===== config.mk =====
export PLATFORM = sky130hd
export DESIGN_NAME = rf_wb_arbiter_flat
export DESIGN_NICKNAME = d
export VERILOG_FILES = /design/src/rtl/rf_wb_arbiter_if.sv /design/src/rtl/rf_wb_arbiter.sv /design/src/flat_wrapper.sv
export SDC_FILE = /design/constraint.sdc
export NUM_CORES = 1
export LEC_CHECK = 0
export ABC_AREA = 0
export BUFFER_PORTS_ARGS = -buffer_cell sky130_fd_sc_hd__buf_2
export CAP_MARGIN = 15
export CORE_UTILIZATION = 40
export DETAILED_ROUTE_END_ITERATION = 6
export PLACE_DENSITY = 0.71
export SYNTH_ARGS = -nofsm -noshare
export SYNTH_HDL_FRONTEND = slang
export SYNTH_SLANG_ARGS = --single-unit

===== constraint.sdc =====
create_clock -name clk -period 4.1 [get_ports clk]
set_clock_uncertainty 0.15 [all_clocks]
set_input_delay 0.41 -clock clk [delete_from_list [all_inputs] [get_ports clk]]
set_output_delay 0.41 -clock clk [all_outputs]
set_load 0.01 [all_outputs]

===== src/rtl/rf_wb_arbiter_if.sv =====
// Write-back request/grant bundle between two requesters, the arbiter and the register-file write port.
// Forwarding signals exist only when RF_WB_FWD_EN is defined.
interface rf_wb_arbiter_if #(
  parameter int DATA_W = 32,
  parameter int ADDR_W = 5,
  parameter int CNT_W  = 16
);
  logic              arb_en;
  logic              req0_valid;
  logic              req0_ready;
  logic [ADDR_W-1:0] req0_addr;
  logic [DATA_W-1:0] req0_data;
  logic              req1_valid;
  logic              req1_ready;
  logic [ADDR_W-1:0] req1_addr;
  logic [DATA_W-1:0] req1_data;
  logic              rg_wrt_en;
  logic [ADDR_W-1:0] rg_wrt_add;
  logic [DATA_W-1:0] rg_wrt_data;
  logic [CNT_W-1:0]  gnt_cnt0;
  logic [CNT_W-1:0]  gnt_cnt1;
`ifdef RF_WB_FWD_EN
  logic [ADDR_W-1:0] fwd_rd_ad1;
  logic [ADDR_W-1:0] fwd_rd_ad2;
  logic              fwd_hit1;
  logic              fwd_hit2;
  logic [DATA_W-1:0] fwd_data1;
  logic [DATA_W-1:0] fwd_data2;
`endif

  modport master (
    output arb_en, req0_valid, req0_addr, req0_data, req1_valid, req1_addr, req1_data,
`ifdef RF_WB_FWD_EN
    output fwd_rd_ad1, fwd_rd_ad2,
    input  fwd_hit1, fwd_hit2, fwd_data1, fwd_data2,
`endif
    input  req0_ready, req1_ready, rg_wrt_en, rg_wrt_add, rg_wrt_data, gnt_cnt0, gnt_cnt1
  );

  modport slave (
    input  arb_en, req0_valid, req0_addr, req0_data, req1_valid, req1_addr, req1_data,
`ifdef RF_WB_FWD_EN
    input  fwd_rd_ad1, fwd_rd_ad2,
    output fwd_hit1, fwd_hit2, fwd_data1, fwd_data2,
`endif
    output req0_ready, req1_ready, rg_wrt_en, rg_wrt_add, rg_wrt_data, gnt_cnt0, gnt_cnt1
  );
endinterface


===== src/rtl/rf_wb_arbiter.sv =====
// Round-robin arbiter for the register-file write port: one grant per cycle, 1-cycle registered write, x0 writes dropped.
// Never back-pressures downstream; saturating grant counters. RF_WB_FWD_EN adds write-stage forwarding.
module rf_wb_arbiter #(
  parameter int DATA_W = 32,
  parameter int ADDR_W = 5,
  parameter int CNT_W  = 16
) (
  input logic           clk,
  input logic           rst,
  rf_wb_arbiter_if.slave bus
);
  localparam logic [CNT_W-1:0] CNT_MAX = '1;

  logic              gnt0;
  logic              gnt1;
  logic              rr_ptr_q,   rr_ptr_d;
  logic              wr_en_q,    wr_en_d;
  logic [ADDR_W-1:0] wr_add_q,   wr_add_d;
  logic [DATA_W-1:0] wr_data_q,  wr_data_d;
  logic [CNT_W-1:0]  cnt0_q,     cnt0_d;
  logic [CNT_W-1:0]  cnt1_q,     cnt1_d;

  // rr_ptr only breaks ties; a lone requester always wins
  always_comb begin
    gnt0 = bus.arb_en && bus.req0_valid && (!bus.req1_valid || !rr_ptr_q);
    gnt1 = bus.arb_en && bus.req1_valid && (!bus.req0_valid ||  rr_ptr_q);
  end

  always_comb begin
    rr_ptr_d  = rr_ptr_q;
    wr_en_d   = 1'b0;
    wr_add_d  = wr_add_q;
    wr_data_d = wr_data_q;
    cnt0_d    = cnt0_q;
    cnt1_d    = cnt1_q;
    if (gnt0) begin
      rr_ptr_d  = 1'b1;
      wr_en_d   = (bus.req0_addr != '0);
      wr_add_d  = bus.req0_addr;
      wr_data_d = bus.req0_data;
      if (cnt0_q != CNT_MAX) cnt0_d = cnt0_q + CNT_W'(1);
    end else if (gnt1) begin
      rr_ptr_d  = 1'b0;
      wr_en_d   = (bus.req1_addr != '0);
      wr_add_d  = bus.req1_addr;
      wr_data_d = bus.req1_data;
      if (cnt1_q != CNT_MAX) cnt1_d = cnt1_q + CNT_W'(1);
    end
  end

  always_ff @(posedge clk or posedge rst) begin
    if (rst) begin
      rr_ptr_q  <= 1'b0;
      wr_en_q   <= 1'b0;
      wr_add_q  <= '0;
      wr_data_q <= '0;
      cnt0_q    <= '0;
      cnt1_q    <= '0;
    end else begin
      rr_ptr_q  <= rr_ptr_d;
      wr_en_q   <= wr_en_d;
      wr_add_q  <= wr_add_d;
      wr_data_q <= wr_data_d;
      cnt0_q    <= cnt0_d;
      cnt1_q    <= cnt1_d;
    end
  end

  assign bus.req0_ready  = gnt0;
  assign bus.req1_ready  = gnt1;
  assign bus.rg_wrt_en   = wr_en_q;
  assign bus.rg_wrt_add  = wr_add_q;
  assign bus.rg_wrt_data = wr_data_q;
  assign bus.gnt_cnt0    = cnt0_q;
  assign bus.gnt_cnt1    = cnt1_q;

`ifdef RF_WB_FWD_EN
  // The register file shows this write only after the edge, so bypass it to same-cycle readers
  logic hit1;
  logic hit2;
  assign hit1          = wr_en_q && (wr_add_q == bus.fwd_rd_ad1) && (bus.fwd_rd_ad1 != '0);
  assign hit2          = wr_en_q && (wr_add_q == bus.fwd_rd_ad2) && (bus.fwd_rd_ad2 != '0);
  assign bus.fwd_hit1  = hit1;
  assign bus.fwd_hit2  = hit2;
  assign bus.fwd_data1 = hit1 ? wr_data_q : '0;
  assign bus.fwd_data2 = hit2 ? wr_data_q : '0;
`endif
endmodule


===== src/flat_wrapper.sv =====
// flat-port wrapper written by rule: the top's interface ports become plain ports
module rf_wb_arbiter_flat 
#(
  parameter int DATA_W = 32,
  parameter int ADDR_W = 5,
  parameter int CNT_W  = 16
)
  (clk, rst, bus_arb_en, bus_req0_valid, bus_req0_addr, bus_req0_data, bus_req1_valid, bus_req1_addr, bus_req1_data, bus_req0_ready, bus_req1_ready, bus_rg_wrt_en, bus_rg_wrt_add, bus_rg_wrt_data, bus_gnt_cnt0, bus_gnt_cnt1);
  rf_wb_arbiter_if #(.DATA_W(DATA_W), .ADDR_W(ADDR_W), .CNT_W(CNT_W)) bus_i ();
  input logic clk;
  input logic rst;
  input wire logic [$bits(bus_i.arb_en)-1:0] bus_arb_en;
  input wire logic [$bits(bus_i.req0_valid)-1:0] bus_req0_valid;
  input wire logic [$bits(bus_i.req0_addr)-1:0] bus_req0_addr;
  input wire logic [$bits(bus_i.req0_data)-1:0] bus_req0_data;
  input wire logic [$bits(bus_i.req1_valid)-1:0] bus_req1_valid;
  input wire logic [$bits(bus_i.req1_addr)-1:0] bus_req1_addr;
  input wire logic [$bits(bus_i.req1_data)-1:0] bus_req1_data;
  output wire logic [$bits(bus_i.req0_ready)-1:0] bus_req0_ready;
  output wire logic [$bits(bus_i.req1_ready)-1:0] bus_req1_ready;
  output wire logic [$bits(bus_i.rg_wrt_en)-1:0] bus_rg_wrt_en;
  output wire logic [$bits(bus_i.rg_wrt_add)-1:0] bus_rg_wrt_add;
  output wire logic [$bits(bus_i.rg_wrt_data)-1:0] bus_rg_wrt_data;
  output wire logic [$bits(bus_i.gnt_cnt0)-1:0] bus_gnt_cnt0;
  output wire logic [$bits(bus_i.gnt_cnt1)-1:0] bus_gnt_cnt1;
  assign bus_i.arb_en = bus_arb_en;
  assign bus_i.req0_valid = bus_req0_valid;
  assign bus_i.req0_addr = bus_req0_addr;
  assign bus_i.req0_data = bus_req0_data;
  assign bus_i.req1_valid = bus_req1_valid;
  assign bus_i.req1_addr = bus_req1_addr;
  assign bus_i.req1_data = bus_req1_data;
  assign bus_req0_ready = bus_i.req0_ready;
  assign bus_req1_ready = bus_i.req1_ready;
  assign bus_rg_wrt_en = bus_i.rg_wrt_en;
  assign bus_rg_wrt_add = bus_i.rg_wrt_add;
  assign bus_rg_wrt_data = bus_i.rg_wrt_data;
  assign bus_gnt_cnt0 = bus_i.gnt_cnt0;
  assign bus_gnt_cnt1 = bus_i.gnt_cnt1;
  rf_wb_arbiter #(.DATA_W(DATA_W), .ADDR_W(ADDR_W), .CNT_W(CNT_W)) u_core (.clk(clk), .rst(rst), .bus(bus_i));
endmodule

Yosys cells after proc, flatten, opt, wreduce, memory -nomap -nowiden --
Cells that the tools add are included. W data, S select, Z words.
Storage, ports and cells: input bits 79, register bits 71, logic and storage cells 33
Operators by class: eq/ne operators 2, bitwise logic cells 1, reduce and logical (&&, ||, !) cells 14, multiplexer cells 8, add/sub/neg operators 2
Operators by type and width (count):
- $mux W32 | 2
- $add A16 B1 Y16 const B | 2
- $ne A16 B16 Y1 const B | 2
- $mux W5 | 2
- $reduce_bool A5 Y1 | 2
- $logic_and A1 B1 Y1 | 4
- $mux W1 | 4
- $logic_not A1 Y1 | 3
- $reduce_and A3 Y1 | 1
- $logic_or A1 B1 Y1 | 2
- $reduce_and A2 Y1 | 1
- $reduce_bool A2 Y1 | 1
- $not A1 Y1 | 1

Longest topological paths before layout --
word-level depth 5, gate-level depth with buffers 7, depth with buffers taken out 6

Worst setup path after synthesis --
Ideal clock, no wire load.
kind reg2reg, from register u_core.cnt0_q[0], in the netlist u_core.bus.gnt_cnt0[0], to register u_core.cnt0_q[15], in the netlist u_core.bus.gnt_cnt0[15], required time 3.871 ns, setup slack 2.048 ns, stages on the path, launching flop included 8, clock period less this slack 2.052 ns, arrival 1.823 ns, path through dfrtp_1 > ha_1 > nand2_1 > nor4b_4 > or4b_1 > buf_6 > nor3_2 > xor2_1
Between the ends: word-level cells in the longest chain between the ends 2, elaborated cells between the ends (all ways) 3, those cells by class add/sub: 1; eq/ne: 1; reduce/logical: 1
RTL lines:
- start: declaration | line rf_wb_arbiter.sv:20 | logic [CNT_W-1:0] cnt0_q, cnt0_d;
- start signal: assignment | line rf_wb_arbiter.sv:64 | cnt0_q <= cnt0_d;
- parallel branches: the longest is 2 deep, another holds $add A16 B1 Y16
Parallel ways; which one is timed is not known. A chain may end at the register's enable or synchronous reset.

Final worst setup path --
from register u_core.rr_ptr_q, to output port bus_req1_ready
Between the ends: word-level cells in the longest chain between the ends 2
RTL lines:
- start: declaration | line rf_wb_arbiter.sv:16 | logic rr_ptr_q, rr_ptr_d;
- start signal: assignment | line rf_wb_arbiter.sv:60 | rr_ptr_q <= rr_ptr_d;
- $logic_or A1 B1 Y1 | line rf_wb_arbiter.sv:26 | gnt1 = bus.arb_en && bus.req1_valid && (!bus.req0_valid || rr_ptr_q);
- $logic_and A1 B1 Y1 | line rf_wb_arbiter.sv:26
- end: declaration | line flat_wrapper.sv:20 | output wire logic [$bits(bus_i.req1_ready)-1:0] bus_req1_ready;
Every way passes these cells.

==> impl_table.tex <==
\begin{tabular}{lr}
\hline
Metric & Value \\
\hline
\multicolumn{2}{l}{\textbf{Clocking}} \\
TritonCTS clock tree & yes \\
Number of buffers inserted to repair setup after CTS & 0 \\
Number of H-tree levels & 3 \\
Clock buffer depth & 2 \\
Number of clock buffers inserted by TritonCTS & 9 \\
Post\_cts resized & 0 \\
CTS Root Buffer Type & sky130\_fd\_sc\_hd\_\_clkbuf\_8 \\
Worst-skew pair later-pin latency & 0.33 ns \\
Clock slew seen by the registers of the worst setup and hold paths & 0.08 ns \\
\# clock sinks & 71 \\
Number of hold-repair buffers added at the cts stage & 0 \\
\multicolumn{2}{l}{\textbf{Synth}} \\
Post-synthesis instance total & 316 \\
Post-synthesis instance area & 3170 um\^{}2 \\
Warning count from the yosys run & 0 \\
Leading register cell type out of synthesis & sky130\_fd\_sc\_hd\_\_dfrtp\_1 \\
Syn\_nets & 397 \\
FFs w/ async S/R, synth & 100\% \\
Number of distinct library cell variants in the gate-level netlist after synthesis & 36 \\
Top cell type's share of synthesized area & 56.1\% \\
Post-synthesis sequential area ratio & 56.1\% \\
Post-Synthesis Mean Instance Area & 10.0 um\^{}2 \\
Number of flops mapped to enable cells by yosys & 0 \\
Synth area leaders & sky130\_fd\_sc\_hd\_\_dfrtp\_1, sky130\_fd\_sc\_hd\_\_nor2\_1, sky130\_fd\_sc\_hd\_\_o22ai\_1 \\
Cell type with the largest total area after synthesis & sky130\_fd\_sc\_hd\_\_dfrtp\_1 \\
Register bit total from synthesis & 71 \\
\multicolumn{2}{l}{\textbf{Final layout}} \\
Final non-filler cell area & 4190 um\^{}2 \\
Area of combinational cells with multiple inputs & 1290 um\^{}2 \\
Synthesis-to-layout area growth & 32.3\% \\
Most frequent standard cell in the layout excluding fill and tap cells & sky130\_fd\_sc\_hd\_\_buf\_2 \\
Leading cell types in the layout, fill and taps excluded & sky130\_fd\_sc\_hd\_\_buf\_2, sky130\_fd\_sc\_hd\_\_nor2\_1, sky130\_fd\_sc\_hd\_\_dfrtp\_1 \\
Fraction of layout instances using a drive strength above 1 & 38.6\% \\
FILL cells & 739 \\
Ant diodes & 0 \\
Layout Nets & 547 \\
Register area & 1780 um\^{}2 \\
\multicolumn{2}{l}{\textbf{Routing}} \\
Vias after detailed routing & 2933 \\
Antenna Nets Post-Route & 0 \\
Post-detailed-route via-to-cell ratio & 5.12 \\
TritonRoute pass-1 iters & 5 \\
Per-cell routed wire length & 13.7 um \\
Total detailed-routing wirelength & 7880 um \\
Drt first-iter violations & 154 \\
Remaining DRCs & 0 \\
\multicolumn{2}{l}{\textbf{STA}} \\
Fin Setup TNS & 0 ns \\
Upper clock frequency limit & 0.413 GHz \\
Final setup violation count & 0 \\
Worst slew slack as a fraction of its limit & 40.4\% \\
Unrepaired setup endpoints after global routing & no \\
Clock period minus final worst setup slack & 2.42 ns \\
Transition time of the tightest slew-check pin & 0.893 ns \\
Number of pins with negative max-slew slack in the final report & 0 \\
Final count of hold timing violations & 0 \\
Portion of the clock cycle consumed by the worst path in the final layout & 59.1\% \\
\multicolumn{2}{l}{\textbf{Run}} \\
MaxCap Viol Count & 0 \\
\multicolumn{2}{l}{\textbf{Worst hold path}} \\
Class of the most critical hold timing path & input port to async pin \\
\multicolumn{2}{l}{\textbf{Global routing}} \\
Met2 Usage GRT & 33.1\% \\
Aggregate global-route resource usage & 19.6\% \\
Routing usage on met1 & 25.0\% \\
Global-route wire length before repair & 12900 um \\
Most used routing layer & met2 \\
Aggregate global routing overflow & 0 \\
Maximum number of pins on one net before global-route repair & 45 \\
Via count of the first global-routing pass & 2810 \\
Antenna violations before repair & 0 \\
Global routing met3 resource utilization & 3.43\% \\
\multicolumn{2}{l}{\textbf{Floorplanning}} \\
Effective utilization at floorplan & 41.2\% \\
Standard-cell rows & 32 \\
X dimension of the die & 91.0 um \\
Height of the die & 91.0 um \\
Core footprint & 7690 um\^{}2 \\
Die Area & 8280 um\^{}2 \\
Number of ports placed on the die boundary & 151 \\
\multicolumn{2}{l}{\textbf{Outcome}} \\
Outcome & completed \\
\multicolumn{2}{l}{\textbf{Placement}} \\
Global placer's final weighted congestion & 0.782 \\
Total of buffers placed on input and output ports & 150 \\
DPL Wire Length & 5560 um \\
Placement-stage cell area & 4000 um\^{}2 \\
\multicolumn{2}{l}{\textbf{Pwr}} \\
IR Drop Worst-Case VDD & 185 uV \\
Power after layout & 0.00192 W \\
Ratio of total power to cell area & 459 nW/um\^{}2 \\
Lkg Pwr & 2.12 nW \\
\multicolumn{2}{l}{\textbf{Worst setup path}} \\
Critical path class & flip-flop to output pin \\
Slack of the worst reg-to-reg path & 1.90 ns \\
Type of destination of the critical path & output pin \\
Data required time at the worst endpoint & 3.54 ns \\
Beginning of the worst register-to-register path & u\_core.bus.gnt\_cnt1[11] \\
Worst-path fanout max & 37 \\
Worst r2r dst & u\_core.bus.gnt\_cnt1[1] \\
Arrival time reported for the critical path endpoint & 1.86 ns \\
Worst Setup Start Kind & flip-flop \\
Length in cells of the worst reg-to-reg path & 4 \\
\hline
\end{tabular}
## routing by layer
layer  vias up  wire length (um)
li1       1406                 -
met1      1419              3440
met2       101              3920
met3         7               436
met4         0                82
met5         -                 0
## final cells by class
class | count | area share (%)
inverter | 8 | 0.716
timing repair buffer | 153 | 18.4
clock inverter | 6 | 1.43
clock buffer | 10 | 3.28
tap | 102 | 3.04
sequential | 71 | 42.4
multi-input combinational | 223 | 30.7
## through the flow
step                utilization [%]  worst slack (ns)  hold WS [ns]  cells
finish                         54.6              1.68         0.110    573
global route                   54.6              1.50         0.149    573
CTS                            54.6              1.63         0.135    573
detailed placement             52.0              1.83         0.330    557
global placement               52.0              1.84         0.330    557
floorplan                         -              1.74         0.330    316
## worst max path at each step
stage	startpoint	to	cells past startpoint
global placement	bus_arb_en	u_core.bus.gnt_cnt1[12]	6
detailed placement	bus_arb_en	u_core.bus.gnt_cnt1[12]	6
finish	u_core.rr_ptr_q	bus_req1_ready	4
floorplan	rst	u_core.bus.gnt_cnt0[0]	1
global route	u_core.rr_ptr_q	bus_req1_ready	4
CTS	u_core.rr_ptr_q	bus_req1_ready	4
## state kept, by name, indices dropped and copies added (netlist names)
| register | count |
|---|---|
| u_core.bus.rg_wrt_add | 5 |
| u_core.bus.gnt_cnt1 | 16 |
| u_core.bus.rg_wrt_en | 1 |
| u_core.bus.rg_wrt_data | 32 |
| u_core.bus.gnt_cnt0 | 16 |
| u_core.rr_ptr_q | 1 |
## critical path: stages, from the launching register on
cell and delay, ns:
sky130_fd_sc_hd__dfrtp_1 0.41, sky130_fd_sc_hd__inv_1 0.08, sky130_fd_sc_hd__a21o_2 0.58, sky130_fd_sc_hd__inv_1 0.25
sky130_fd_sc_hd__buf_2 0.21
## where the power goes
| part | switching (W) | total, W | internal (W) | leakage [nW] |
|---|---|---|---|---|
| clock | 0.000260 | 0.000554 | 0.000294 | 0.0981 |
| sequential | 0.000107 | 0.000924 | 0.000817 | 0.853 |
| combinational | 0.000247 | 0.000445 | 0.000197 | 1.17 |
## synthesized netlist by cell type, types with 2 or more instances
library cell	instances
sky130_fd_sc_hd__xnor2_1	9
sky130_fd_sc_hd__nand4_1	7
sky130_fd_sc_hd__buf_6	2
sky130_fd_sc_hd__nor4_1	2
sky130_fd_sc_hd__or4_4	2
sky130_fd_sc_hd__ha_1	2
sky130_fd_sc_hd__or4_1	2
sky130_fd_sc_hd__nand2_1	21
sky130_fd_sc_hd__dfrtp_1	71
sky130_fd_sc_hd__clkbuf_1	6
sky130_fd_sc_hd__buf_1	4
sky130_fd_sc_hd__a21oi_1	13
sky130_fd_sc_hd__nand3_1	4
sky130_fd_sc_hd__nor3_2	4
sky130_fd_sc_hd__and3_1	5
sky130_fd_sc_hd__a31oi_1	5
sky130_fd_sc_hd__o21ai_0	3
sky130_fd_sc_hd__mux2_2	2
sky130_fd_sc_hd__xor2_1	14
sky130_fd_sc_hd__inv_1	8
sky130_fd_sc_hd__a222oi_1	4
sky130_fd_sc_hd__nor2_1	77
sky130_fd_sc_hd__nor3_1	4
sky130_fd_sc_hd__o22ai_1	33
## cells by family after synthesis
logic type               after synthesis  synth area share [%]
flip-flops                            71                  56.1
AND/OR/NAND/NOR                      134                  20.3
adder cells (fa/ha/maj)                2                 0.789
AO/OA/AOI/OAI                         62                  12.3
buffers and inverters                 22                  3.43
XOR/XNOR                              23                  6.36
multiplexers                           2                 0.711
Note: power is estimated with default switching activity, not from simulation.
